<file path="config.mk">
export PLATFORM = sky130hd
export DESIGN_NAME = mem_resp_stage
export DESIGN_NICKNAME = d
export VERILOG_FILES = /design/src/rtl/mem_resp_stage.sv
export SDC_FILE = /design/constraint.sdc
export NUM_CORES = 1
export LEC_CHECK = 0
export BUFFER_PORTS_ARGS = -buffer_cell sky130_fd_sc_hd__buf_4
export CORE_ASPECT_RATIO = 0.8
export CORE_UTILIZATION = 35
export DETAILED_ROUTE_END_ITERATION = 16
export HOLD_SLACK_MARGIN = 0.05
export PLACE_DENSITY = 0.65
export RECOVER_POWER = 25
export SLEW_MARGIN = 15
export SYNTH_ARGS = -nofsm -noshare
export SYNTH_HDL_FRONTEND = slang
export SYNTH_SLANG_ARGS = --single-unit
</file>
<file path="constraint.sdc">
create_clock -name clk -period 3.9 [get_ports clk]
set_clock_uncertainty 0.15 [all_clocks]
set_input_delay 0.39 -clock clk [delete_from_list [all_inputs] [get_ports clk]]
set_output_delay 0.39 -clock clk [all_outputs]
set_load 0.02 [all_outputs]
</file>
<file path="src/rtl/mem_resp_stage.sv">
// MEM stage between EX and WB on a split-transaction data bus: holds loads until data_ok,
// buffers responses across WB stalls, drops flushed responses. Define MS_LOAD_FWD_EN to forward load data from MS.
module mem_resp_stage #(
    parameter int DATA_W          = 32,
    parameter int PAYLOAD_W       = 64,
    parameter int MAX_OUTSTANDING = 2
) (
    input  logic                                   clk,
    input  logic                                   reset,
    input  logic                                   es_to_ms_valid,
    output logic                                   ms_allowin,
    input  logic [PAYLOAD_W-1:0]                   es_payload,
    input  logic [DATA_W-1:0]                      es_alu_result,
    input  logic                                   es_gr_we,
    input  logic [4:0]                             es_dest,
    input  logic                                   es_res_from_mem,
    input  logic [1:0]                             es_ld_size,
    input  logic                                   es_ld_unsigned,
    input  logic                                   es_req_outstanding,
    input  logic                                   data_sram_data_ok,
    input  logic [DATA_W-1:0]                      data_sram_rdata,
    input  logic                                   ms_flush_pipe,
    input  logic                                   ws_allowin,
    output logic                                   ms_to_ws_valid,
    output logic [PAYLOAD_W-1:0]                   ms_to_ws_payload,
    output logic                                   ms_to_ws_gr_we,
    output logic [4:0]                             ms_to_ws_dest,
    output logic [DATA_W-1:0]                      ms_to_ws_result,
    output logic                                   ms_fwd_valid,
    output logic [4:0]                             ms_fwd_dest,
    output logic [DATA_W-1:0]                      ms_fwd_result,
    output logic                                   ms_fwd_blocked,
    output logic [$clog2(MAX_OUTSTANDING+1)-1:0]   ms_discard_cnt
);
    localparam int CNT_W = $clog2(MAX_OUTSTANDING + 1);
    localparam int CW1   = CNT_W + 1;
    localparam int OFF_W = $clog2(DATA_W / 8);

    logic                 ms_valid;
    logic [PAYLOAD_W-1:0] payload_r;
    logic [DATA_W-1:0]    alu_result_r;
    logic                 gr_we_r;
    logic [4:0]           dest_r;
    logic                 res_from_mem_r;
    logic [1:0]           ld_size_r;
    logic                 ld_unsigned_r;

    logic                 buf_valid;
    logic [DATA_W-1:0]    buf_data;
    logic [CNT_W-1:0]     discard_cnt;
    logic [CW1-1:0]       cnt_next;

    logic                 resp_drop;
    logic                 resp_hit;
    logic                 ms_ready_go;
    logic                 ms_leave;
    logic                 data_ready;

    logic [DATA_W-1:0]    load_src;
    logic [DATA_W-1:0]    lane;
    logic [DATA_W-1:0]    word_ext;
    logic [DATA_W-1:0]    load_data;

    // Responses owed to flushed instructions are consumed before MS may claim one.
    assign resp_drop      = data_sram_data_ok && (discard_cnt != '0);
    assign resp_hit       = data_sram_data_ok && (discard_cnt == '0) && ms_valid
                            && res_from_mem_r && !buf_valid;
    assign ms_ready_go    = !res_from_mem_r || buf_valid || resp_hit;
    assign ms_allowin     = !ms_valid || (ms_ready_go && ws_allowin);
    assign ms_to_ws_valid = ms_valid && ms_ready_go && !ms_flush_pipe;
    assign ms_leave       = ms_to_ws_valid && ws_allowin;

    always_comb begin
        load_src = buf_valid ? buf_data : data_sram_rdata;
        lane     = load_src >> {alu_result_r[OFF_W-1:0], 3'b000};
    end

    generate
        if (DATA_W == 64) begin : g_word64
            assign word_ext = {{(DATA_W-32){lane[31] & ~ld_unsigned_r}}, lane[31:0]};
        end else begin : g_word32
            assign word_ext = lane;
        end
    endgenerate

    always_comb begin
        load_data = word_ext;
        case (ld_size_r)
            2'd0:    load_data = {{(DATA_W-8){lane[7] & ~ld_unsigned_r}}, lane[7:0]};
            2'd1:    load_data = {{(DATA_W-16){lane[15] & ~ld_unsigned_r}}, lane[15:0]};
            2'd2:    load_data = word_ext;
            default: load_data = (DATA_W == 64) ? lane : word_ext;
        endcase
    end

    assign ms_to_ws_result  = res_from_mem_r ? load_data : alu_result_r;
    assign ms_to_ws_payload = payload_r;
    assign ms_to_ws_gr_we   = gr_we_r;
    assign ms_to_ws_dest    = dest_r;

`ifdef MS_LOAD_FWD_EN
    assign data_ready    = buf_valid || resp_hit;
    assign ms_fwd_result = ms_to_ws_result;
`else
    assign data_ready    = 1'b0;
    assign ms_fwd_result = alu_result_r;
`endif

    assign ms_fwd_valid   = ms_valid && gr_we_r;
    assign ms_fwd_dest    = dest_r;
    assign ms_fwd_blocked = ms_fwd_valid && res_from_mem_r && !data_ready;
    assign ms_discard_cnt = discard_cnt;

    // On flush, count the MS load still waiting plus any request EX has in flight.
    always_comb begin
        cnt_next = {1'b0, discard_cnt} - CW1'(resp_drop);
        if (ms_flush_pipe) begin
            cnt_next = cnt_next
                     + CW1'(ms_valid && res_from_mem_r && !buf_valid && !resp_hit)
                     + CW1'(es_req_outstanding);
        end
    end

    always_ff @(posedge clk) begin
        if (reset) begin
            ms_valid <= 1'b0;
        end else if (ms_flush_pipe) begin
            ms_valid <= 1'b0;
        end else if (ms_allowin) begin
            ms_valid <= es_to_ms_valid;
        end
    end

    always_ff @(posedge clk) begin
        if (ms_allowin && es_to_ms_valid) begin
            payload_r      <= es_payload;
            alu_result_r   <= es_alu_result;
            gr_we_r        <= es_gr_we;
            dest_r         <= es_dest;
            res_from_mem_r <= es_res_from_mem;
            ld_size_r      <= es_ld_size;
            ld_unsigned_r  <= es_ld_unsigned;
        end
    end

    always_ff @(posedge clk) begin
        if (reset || ms_flush_pipe || ms_leave) begin
            buf_valid <= 1'b0;
        end else if (resp_hit) begin
            buf_valid <= 1'b1;
            buf_data  <= data_sram_rdata;
        end
    end

    always_ff @(posedge clk) begin
        if (reset) begin
            discard_cnt <= '0;
        end else begin
            discard_cnt <= cnt_next[CNT_W-1:0];
        end
    end

    a_resp_owned: assert property (@(posedge clk) disable iff (reset)
        data_sram_data_ok |-> (resp_drop || resp_hit));

    a_cnt_bound: assert property (@(posedge clk) disable iff (reset)
        cnt_next <= CW1'(MAX_OUTSTANDING));

endmodule

</file>
==> results of run 1 <==
layer usage:
| layer | part of all wire [%] | global-route usage, % | vias to the layer above | wire length (um) |
|---|---|---|---|---|
| li1 | - | - | 2429 | - |
| met1 | 39 | 28.7 | 2526 | 8340 |
| met2 | 50 | 39.9 | 313 | 10700 |
| met3 | 8.3 | 5.94 | 38 | 1780 |
| met4 | 2.4 | 8.63 | 0 | 514 |
| met5 | 0 | 0 | - | 0 |
path summary, 6_finish.rpt:
path                         startpoint                        endpoint  slack, ns  depth (start not counted)
min                      es_to_ms_valid           ms_valid$_SDFFE_PP0P_       0.10                          3
min reg2reg       ms_valid$_SDFFE_PP0P_          buf_valid$_SDFFE_PP0P_       0.52                          2
max reg2reg      buf_valid$_SDFFE_PP0P_  ms_to_ws_payload[62]$_DFFE_PP_       1.02                          4
max          ms_fwd_result[0]$_DFFE_PP_             ms_to_ws_result[18]       0.64                          6
cells in the mapped netlist, drive strengths merged, types with 2 or more instances:
| cell type | instances |
|---|---|
| a211o | 3 |
| a211oi | 2 |
| a21oi | 26 |
| a221o | 6 |
| and2 | 3 |
| buf | 22 |
| clkbuf | 10 |
| dfxtp | 4 |
| edfxtp | 138 |
| inv | 5 |
| mux2 | 2 |
| mux2i | 45 |
| mux4 | 12 |
| nand2 | 4 |
| nand2b | 3 |
| nand3b | 2 |
| nand4 | 2 |
| nor2 | 19 |
| nor2b | 3 |
| nor3 | 4 |
| nor4 | 17 |
| o21ai | 3 |
| o22ai | 25 |
| o2bb2ai | 7 |
| or3b | 2 |
| xnor2 | 2 |
power by group through the flow:
stage / logic [mW] / registers, mW / clock network (mW)
finish: 0.821 / 1.81 / 1.74
global route: 0.870 / 1.82 / 1.82
CTS: 0.826 / 1.81 / 1.75
detailed placement: 0.710 / 1.84 / 0
global placement: 0.698 / 1.84 / 0
floorplan: 0.274 / 1.92 / 0
metrics by stage:
stage / hold slack (ns) / std cells / cell area, um^2
global placement: 0.418 / 882 / 8530
finish: 0.101 / 1055 / 10500
floorplan: 0.312 / 389 / 6210
global route: 0.102 / 1055 / 10500
detailed placement: 0.419 / 882 / 8530
CTS: 0.0858 / 1054 / 10600
worst register-to-register path, cell delays in order, from the launching register on:
cell and delay, ns:
dfxtp_2 0.74, nor3_1 0.19, o21ai_0 0.41, and2_4 0.66, buf_4 0.43
flip-flops by register name (all words and copies together) (netlist names):
signal	count
buf_data	32
buf_valid	1
ld_size_r	2
ld_unsigned_r	1
ms_discard_cnt	2
ms_fwd_dest	5
ms_fwd_result	32
ms_to_ws_gr_we	1
ms_to_ws_payload	64
ms_valid	1
res_from_mem_r	1
cell families (layout without fill, tap and decap cells):
| family | Yosys count | after routing |
|---|---|---|
| AOI/OAI and AO/OA | 80 | 80 |
| xor gates and xnor gates | 2 | 2 |
| adders and majority gates | 2 | 2 |
| buffers and inverters | 38 | 478 |
| DFF | 142 | 142 |
| muxes | 59 | 59 |
| other | 0 | 1 |
| and+or+nand+nor | 66 | 66 |
layout make-up:
type | instances | area, um^2 | share of cell area (%)
Sequential cell | 142 | 4230 | 40.2
Timing Repair Buffer | 440 | 3630 | 34.5
Multi-Input combinational cell | 209 | 1730 | 16.5
Clock buffer | 18 | 429 | 4.08
Tap cell | 225 | 282 | 2.68
Clock inverter | 14 | 191 | 1.82
Inverter | 6 | 22.5 | 0.214
Antenna cell | 1 | 2.50 | 0.0238
repair_timing:
item,4_1_cts,5_1_grt
hold buffers,140,0
endpoints found under the hold margin,141,0
setup endpoints to repair,0,0
==> flow_metrics.env, run 1 <==
export IMPL_cts_sinks=142
export IMPL_grt_setup_unrepaired="no"
export IMPL_grt_pass1_vias=5531
export IMPL_p_sw_share_pct=26.5
export IMPL_slew_headroom_pct=52.0
export IMPL_die_width_um=151
export IMPL_die_y_um=121
export IMPL_synthSimpleGateAreaFrac_pct=6.29
export IMPL_p_switching_mw=1.16
export IMPL_hold_class="in -> reg"
export IMPL_vias=5306
export IMPL_ant_nets=0
export IMPL_synth_cell_area_mm2=0.00620
export IMPL_nNetsFinal=963
export IMPL_slowest_delay_ns=0.49
export IMPL_synth_top_family_by_area="multiplexers"
export IMPL_clkTransAtPathRegs_ns=0.06
export IMPL_synthXorXnorAreaFrac_pct=0.282
export IMPL_syn_nets=536
export IMPL_finalWorstSetupSlack_ns=0.640
export IMPL_synth_fa_ha_area_share_pct=0.524
export IMPL_p_clk_share_pct=39.7
export IMPL_cts_max_path_buffers=2
export IMPL_startpoint_type="flip-flop"
export IMPL_syn_inst=389
export IMPL_crit_family="buffers and inverters"
export IMPL_ys_ff_latch=142
export IMPL_layout_common_cells="buf_4, dlygate4sd3_1, edfxtp_1"
export IMPL_yosysWarnings=0
export IMPL_crit_arrival_ns=2.72
export IMPL_num_rows=43
export IMPL_grt_pass1_wl_mm=31.0
export IMPL_core_area_mm2=0.0173
export IMPL_cp_data_required_time_ns=3.36
export IMPL_routed_wl_mm=21.4
export IMPL_start_util_pct=35.8
export IMPL_place_congestion=0.841
export IMPL_critPathMostFrequentCell="buf_4"
export IMPL_synth_compound_area_share_pct=8.69
export IMPL_fmax_mhz=307
export IMPL_p_per_area_mw_per_mm2=416
export IMPL_power_leakage_nw=4.24
export IMPL_synth_top_area_share_pct=66.8
export IMPL_ctsHtreeMaxLevel=4
export IMPL_fin_crit_sh_pct=83.6
export IMPL_drc=0
export IMPL_crit_chain="buf_4 -> mux2i_2 -> a22oi_2 -> nand4_2 -> a21oi_1 -> buf_4"
export IMPL_firstDrtPassIters=5
export IMPL_status="finished, final reports clean"
export IMPL_path_buf_inv=2
export IMPL_post_cts_buffers=0
export IMPL_synth_avg_cell_area_um2=16.0
export IMPL_synth_distinct_cells=51
export IMPL_port_buffers=289
export IMPL_pre_cts_slack_ns=0.993
export IMPL_dp_hpwl_mm=14.4
export IMPL_yosysSeqAreaShare_pct=68.1
export IMPL_tns_ns=0
export IMPL_tightest_slew_ns=0.720
export IMPL_initialDrtViolationCount=324
export IMPL_p_comb_share_pct=18.8
export IMPL_worstSetupPathType="reg -> out"
export IMPL_dieArea_mm2=0.0183
export IMPL_synthFlopType="edfxtp_1"
export IMPL_drv_slew=0
export IMPL_clk_insertion_delay_late_ns=0.42
export IMPL_intPower_mw=3.21
export IMPL_fillers=1302
export IMPL_antenna_found_initial=1
export IMPL_synthTopCellsByArea="edfxtp_1, mux2i_1, mux4_2, o22ai_1, a21oi_1"
export IMPL_grt_overflow_total=0
export IMPL_synth_top_area_cell="edfxtp_1"
export IMPL_drive_above_1_share_pct=42.0
export IMPL_vdd_ir_drop_max_mv=0.290
export IMPL_track_usage_pct=23.5
export IMPL_io_pins=290
export IMPL_grt_max_degree=49
export IMPL_synthArstFlopShare_pct=0
export IMPL_synth_enable_flop_cells=138
export IMPL_vias_per_cell=5.03
export IMPL_power_frac_seq_pct=41.5
export IMPL_final_common_cell="buf_4"
export IMPL_final_util_pct=60.7
export IMPL_hold_violations=0
export IMPL_cpMaxStageDelayCell="buf_4"
export IMPL_drv_cap=0
export IMPL_area_delta_synth_final_pct=69.5
export IMPL_setup_viol=0
export IMPL_clockRootBuffer="clkbuf_16"
export IMPL_avgRoutedWirePerCell_um=20.3
export IMPL_cts_tree="built"
export IMPL_tritoncts_num_buffers=17
export IMPL_cp_max_fo=40
export IMPL_period_needed_ns=3.26
export IMPL_critPathCaptureType="output port"
export IMPL_synth_mux_area_share_pct=12.0
export IMPL_finalPower_mw=4.37
export IMPL_cts_resized_gates=0
(Power assumes the default switching activity.)
==> run 2, diff against run 1 <==
--- a/config.mk
+++ b/config.mk
@@ -10,7 +10,6 @@
 export CORE_UTILIZATION = 35
 export DETAILED_ROUTE_END_ITERATION = 16
 export HOLD_SLACK_MARGIN = 0.05
-export PLACE_DENSITY = 0.65
 export RECOVER_POWER = 25
 export SLEW_MARGIN = 15
 export SYNTH_ARGS = -nofsm -noshare
==> constraint.sdc (replaced) <==
create_clock -name clk -period 3.1 [get_ports clk]
set_clock_uncertainty 0.15 [all_clocks]
set_input_delay 0.31 -clock clk [delete_from_list [all_inputs] [get_ports clk]]
set_output_delay 0.31 -clock clk [all_outputs]
set_load 0.02 [all_outputs]
==> run 2 against run 1 <==
Net effect:
- sequential share of layout area is 0.20 points lower
- global-route usage is 0.32 points lower
- combinational power is 27% higher
- hold slack worse by 0.0085 ns
- utilization is 0.30 points higher
- first-iteration DRC count is 5.9% higher
- critical endpoint is now ms_to_ws_result[14]
- highest routed layer unchanged
==> flow_metrics.env, run 2 (synthesis results as in run 1) <==
export IMPL_dieArea_mm2=0.0183
export IMPL_period_needed_ns=3.03
export IMPL_cp_data_required_time_ns=2.64
export IMPL_port_buffers=289
export IMPL_cts_sinks=142
export IMPL_power_frac_seq_pct=41.8
export IMPL_slew_headroom_pct=59.7
export IMPL_routed_wl_mm=21.3
export IMPL_tritoncts_num_buffers=17
export IMPL_drv_cap=0
export IMPL_drive_above_1_share_pct=41.6
export IMPL_post_cts_buffers=0
export IMPL_p_comb_share_pct=19.1
export IMPL_place_congestion=0.811
export IMPL_cts_max_path_buffers=2
export IMPL_clockRootBuffer="clkbuf_16"
export IMPL_grt_max_degree=47
export IMPL_final_util_pct=61.0
export IMPL_die_y_um=121
export IMPL_fillers=1305
export IMPL_vias=5261
export IMPL_ant_nets=0
export IMPL_regArea_mm2=0.00423
export IMPL_status="finished, final reports clean"
export IMPL_grt_pass1_vias=5407
export IMPL_p_per_area_mw_per_mm2=517
export IMPL_intPower_mw=3.97
export IMPL_antenna_found_initial=3
export IMPL_setup_viol=0
export IMPL_grt_overflow_total=0
export IMPL_grt_pass1_wl_mm=30.6
export IMPL_final_common_cell="buf_4"
export IMPL_num_rows=43
export IMPL_nNetsFinal=965
export IMPL_power_leakage_nw=4.24
export IMPL_hold_violations=0
export IMPL_multi_input_area_mm2=0.00175
export IMPL_vdd_ir_drop_max_mv=0.393
export IMPL_crit_arrival_ns=2.57
export IMPL_start_util_pct=35.8
export IMPL_dpl_cell_count=882
export IMPL_area_delta_synth_final_pct=70.4
export IMPL_worstSetupPathType="reg -> out"
export IMPL_drc=0
export IMPL_track_usage_pct=23.2
export IMPL_layout_common_cells="buf_4, dlygate4sd3_1, edfxtp_1"
export IMPL_finalPower_mw=5.46
export IMPL_finalWorstSetupSlack_ns=0.0706
export IMPL_firstDrtPassIters=5
export IMPL_cp_max_fo=11
export IMPL_ctsHtreeMaxLevel=4
export IMPL_avgRoutedWirePerCell_um=20.1
export IMPL_cts_tree="built"
export IMPL_critPathCaptureType="output port"
export IMPL_dp_hpwl_mm=14.2
export IMPL_vias_per_cell=4.97
export IMPL_io_pins=290
export IMPL_die_width_um=151
export IMPL_tightest_slew_ns=0.603
export IMPL_p_sw_share_pct=27.3
export IMPL_core_area_mm2=0.0173
export IMPL_fin_crit_sh_pct=97.7
export IMPL_clk_insertion_delay_late_ns=0.43
export IMPL_p_clk_share_pct=39.1
export IMPL_pre_cts_slack_ns=0.555
export IMPL_fmax_mhz=330
export IMPL_largest_reg_flops=64
export IMPL_drv_slew=0
export IMPL_hold_class="in -> reg"
export IMPL_clkTransAtPathRegs_ns=0.07
export IMPL_p_switching_mw=1.49
export IMPL_initialDrtViolationCount=343
export IMPL_stdcell_count=1059
export IMPL_startpoint_type="flip-flop"
-- run 2: what timing repair did --
item / 4_1_cts / 5_1_grt
endpoints found under the hold margin: 141 / 0
setup endpoints to repair: 0 / 2
hold buffers: 142 / 0
resized for setup: 0 / 1
-- run 2: critical path, stage by stage (launching register included) --
cell	delay [ns]
edfxtp_1	0.68
mux2i_1	0.37
nand3_1	0.23
and4_4	0.27
a221o_1	0.41
buf_4	0.18
-- run 2: metal layers --
metal / vias to the layer above / global-route usage [%] / wire length (um) / part of all wire (%)
met5: - / 0 / 0 / 0
met4: 0 / 8.19 / 536 / 2.5
met3: 42 / 8.20 / 1800 / 8.5
met2: 284 / 39.1 / 10500 / 49
met1: 2496 / 27.1 / 8400 / 40
li1: 2439 / - / - / -
-- run 2: path summary, 6_finish.rpt --
path	from	end	slack [ns]	cells past startpoint
min reg2reg	buf_valid$_SDFFE_PP0P_	buf_valid$_SDFFE_PP0P_	0.52	2
min	ws_allowin	buf_valid$_SDFFE_PP0P_	0.09	3
max reg2reg	ms_discard_cnt[1]$_SDFF_PP0_	ms_discard_cnt[0]$_SDFF_PP0_	0.50	7
max	ms_fwd_result[0]$_DFFE_PP_	ms_to_ws_result[14]	0.07	5
-- run 2: per-stage QoR --
| stage | hold slack, ns | TNS (ns) | cell area (um^2) |
|---|---|---|---|
| detailed placement | 0.339 | 0 | 8570 |
| floorplan | 0.232 | 0 | 6210 |
| global route | 0.0976 | -0.0211 | 10600 |
| CTS | 0.0725 | 0 | 10600 |
| finish | 0.0921 | 0 | 10600 |
| global placement | 0.338 | 0 | 8570 |
-- run 2: layout make-up --
type                            count  area share, %
Clock inverter                     15           1.65
Inverter                            6          0.213
Tap cell                          225           2.66
Multi-Input combinational cell    209           16.5
Timing Repair Buffer              442           34.9
Sequential cell                   142           40.0
Antenna cell                        3         0.0710
Clock buffer                       17           4.02
-- run 2: power by group through the flow --
| stage | registers (mW) | logic, mW | clock network [mW] |
|---|---|---|---|
| finish | 2.28 | 1.04 | 2.14 |
| floorplan | 2.42 | 0.345 | 0 |
| global route | 2.29 | 1.11 | 2.23 |
| detailed placement | 2.32 | 0.897 | 0 |
| global placement | 2.32 | 0.884 | 0 |
| CTS | 2.28 | 1.05 | 2.16 |
==> run 3, diff against run 2 <==
--- a/config.mk
+++ b/config.mk
@@ -5,12 +5,14 @@
 export SDC_FILE = /design/constraint.sdc
 export NUM_CORES = 1
 export LEC_CHECK = 0
+export ABC_AREA = 1
 export BUFFER_PORTS_ARGS = -buffer_cell sky130_fd_sc_hd__buf_4
 export CORE_ASPECT_RATIO = 0.8
 export CORE_UTILIZATION = 35
 export DETAILED_ROUTE_END_ITERATION = 16
 export HOLD_SLACK_MARGIN = 0.05
 export RECOVER_POWER = 25
+export REMOVE_ABC_BUFFERS = 1
 export SLEW_MARGIN = 15
 export SYNTH_ARGS = -nofsm -noshare
 export SYNTH_HDL_FRONTEND = slang
==> run 3 against run 2 <==
Net effect:
- worst setup slack improved by 0.19 ns
- area after synthesis fell by 0.16%
- fmax rose by 6.9%
- via count rose by 8.5%
- critical path depth rose by 6
- non-clock buffer count fell by 2
- register-to-register slack got worse by 0.22 ns
- global-route usage fell by 0.81 points
- final cell count rose by 15%
- sequential cell count did not move
==> flow_metrics.env, run 3 <==
export IMPL_hold_violations=0
export IMPL_p_clk_share_pct=38.1
export IMPL_track_usage_pct=22.4
export IMPL_ys_ff_latch=142
export IMPL_clk_insertion_delay_late_ns=0.42
export IMPL_dp_hpwl_mm=14.1
export IMPL_nNetsFinal=1129
export IMPL_synthArstFlopShare_pct=0
export IMPL_drc=0
export IMPL_vias=5710
export IMPL_cp_data_required_time_ns=2.64
export IMPL_grt_max_degree=70
export IMPL_synth_enable_flop_cells=138
export IMPL_die_width_um=151
export IMPL_yosysSeqAreaShare_pct=68.2
export IMPL_start_util_pct=35.8
export IMPL_hold_class="in -> reg"
export IMPL_synthFlopType="edfxtp_1"
export IMPL_power_frac_seq_pct=42.4
export IMPL_setup_viol=0
export IMPL_grt_pass1_vias=5956
export IMPL_p_sw_share_pct=26.7
export IMPL_grt_setup_unrepaired="no"
export IMPL_p_per_area_mw_per_mm2=509
export IMPL_vias_per_cell=4.68
export IMPL_synth_cell_area_mm2=0.00619
export IMPL_port_buffers=289
export IMPL_synth_top_area_share_pct=66.9
export IMPL_fmax_mhz=353
export IMPL_clockRootBuffer="clkbuf_16"
export IMPL_vdd_ir_drop_max_mv=0.398
export IMPL_layout_common_cells="buf_4, nand2_1, dlygate4sd3_1"
export IMPL_dpl_cell_area_mm2=0.00850
export IMPL_num_rows=43
export IMPL_cts_sinks=142
export IMPL_p_comb_share_pct=19.5
export IMPL_synth_top_cells_by_count="nand2_1, edfxtp_1, nand3_1"
export IMPL_startpoint_type="flip-flop"
export IMPL_fin_crit_sh_pct=91.4
export IMPL_crit_arrival_ns=2.37
export IMPL_ant_nets=0
export IMPL_synthTopCellsByArea="edfxtp_1, nand2_1, nand3_1, inv_1, or2_2"
export IMPL_p_switching_mw=1.43
export IMPL_tritoncts_num_buffers=17
export IMPL_avgRoutedWirePerCell_um=16.7
export IMPL_post_cts_buffers=0
export IMPL_cts_tree="built"
export IMPL_power_leakage_nw=4.75
export IMPL_clkTransAtPathRegs_ns=0.06
export IMPL_dieArea_mm2=0.0182
export IMPL_drv_cap=0
export IMPL_final_common_cell="buf_4"
export IMPL_synth_top_area_cell="edfxtp_1"
export IMPL_cp_max_fo=33
export IMPL_routed_wl_mm=20.4
export IMPL_yosysMostFrequentCell="nand2_1"
export IMPL_slew_headroom_pct=26.1
export IMPL_status="finished, final reports clean"
export IMPL_tightest_slew_ns=1.10
export IMPL_synth_distinct_cells=35
export IMPL_tns_ns=0
export IMPL_grt_pass1_wl_mm=30.4
export IMPL_intPower_mw=3.92
export IMPL_io_pins=290
export IMPL_synth_avg_cell_area_um2=11.2
export IMPL_worstSetupPathType="reg -> out"
export IMPL_syn_inst=551
export IMPL_largest_reg_flops=64
export IMPL_antenna_found_initial=1
export IMPL_initialDrtViolationCount=300
export IMPL_period_needed_ns=2.83
export IMPL_place_congestion=0.895
export IMPL_yosysWarnings=0
export IMPL_die_y_um=121
export IMPL_ctsHtreeMaxLevel=4
export IMPL_grt_overflow_total=0
export IMPL_cts_max_path_buffers=2
export IMPL_critPathCaptureType="output port"
export IMPL_core_area_mm2=0.0173
export IMPL_drv_slew=0
export IMPL_area_delta_synth_final_pct=69.6
export IMPL_drive_above_1_share_pct=36.4
export IMPL_stdcell_area_mm2=0.0105
export IMPL_firstDrtPassIters=5
[run 3: cell count changes after synthesis, sizes merged, moves of 6 or more]
cell / before / now
o21ai: 3 / 19
nor2: 19 / 25
o22ai: 25 / 0
or2: 1 / 18
nand2: 4 / 165
nor4: 17 / 0
a21oi: 26 / 11
a221o: 6 / 0
mux4: 12 / 0
nand3: 1 / 78
mux2i: 45 / 0
o2bb2ai: 7 / 0
inv: 5 / 53
[run 3: what timing repair did]
item,in CTS,in global routing
hold buffers,142,0
gates resized for setup,0,2
hold endpoints to repair,141,0
endpoints found under the setup margin,0,24
[run 3: cells by family (layout without fill, tap and decap cells)]
family / count (synthesis) / in the layout / share of synthesized area [%]
AND/OR/NAND/NOR: 289 / 289 / 20.9
flip-flops: 142 / 142 / 68.2
other: 0 / 1 / 0
AO/OA/AOI/OAI: 35 / 35 / 3.27
XOR/XNOR: 1 / 1 / 0.141
adder cells (fa/ha/maj): 2 / 2 / 0.525
buffers and inverters: 82 / 525 / 6.97
[run 3: cell type report]
| type | count | area [um^2] |
|---|---|---|
| diodes | 1 | 2.50 |
| inverters | 54 | 208 |
| clock buffers | 17 | 425 |
| well taps | 225 | 282 |
| multi-input cells | 327 | 1550 |
| repair buffers | 440 | 3660 |
| flip-flops and latches | 142 | 4220 |
| fillers | 1383 | 6820 |
| clock inverters | 14 | 156 |
[run 3: power groups by stage]
stage / sequential [mW] / clock (mW) / combinational, mW
detailed placement: 2.31 / 0 / 0.895
global route: 2.28 / 2.15 / 1.12
CTS: 2.27 / 2.07 / 1.05
floorplan: 2.44 / 0 / 0.297
global placement: 2.31 / 0 / 0.880
finish: 2.27 / 2.04 / 1.04
[run 3: worst paths after layout]
path / from / endpoint / slack, ns / cells after the start
hold reg to reg: ms_valid$_SDFFE_PP0P_ / ms_valid$_SDFFE_PP0P_ / 0.43 / 2
hold / removal: data_sram_data_ok / buf_valid$_SDFFE_PP0P_ / 0.12 / 3
setup reg to reg: res_from_mem_r$_DFFE_PP_ / buf_data[21]$_DFFE_PP_ / 0.28 / 9
setup / recovery: buf_valid$_SDFFE_PP0P_ / ms_to_ws_result[14] / 0.27 / 11
[run 3: layer usage]
metal,routed length [um],vias to the layer above,GRT usage [%]
li1,-,2716,-
met1,8060,2728,25.9
met2,10600,238,40.0
met3,1350,28,5.90
met4,391,0,7.00
met5,0,-,0
[run 3: critical path, stage by stage (launching register included)]
cell     delay [ns]
dfxtp_1        0.33
buf_6          0.20
inv_6          0.25
nand2_1        0.11
nand3_1        0.08
nand2_1        0.07
nand2_1        0.13
nand3_4        0.24
inv_1          0.22
nor2_1         0.07
nor2_1         0.09
buf_4          0.15
[run 3: per-stage QoR]
stage	hold slack [ns]	utilization (%)	setup WS (ns)	total power, mW	cells
finish	0.121	60.6	0.265	5.35	1220
global route	0.123	60.6	0.0742	5.54	1220
CTS	0.107	60.7	0.0156	5.38	1219
detailed placement	0.339	49.1	0.475	3.20	1046
global placement	0.337	49.1	0.544	3.19	1046
floorplan	0.232	-	-1.99	2.74	523
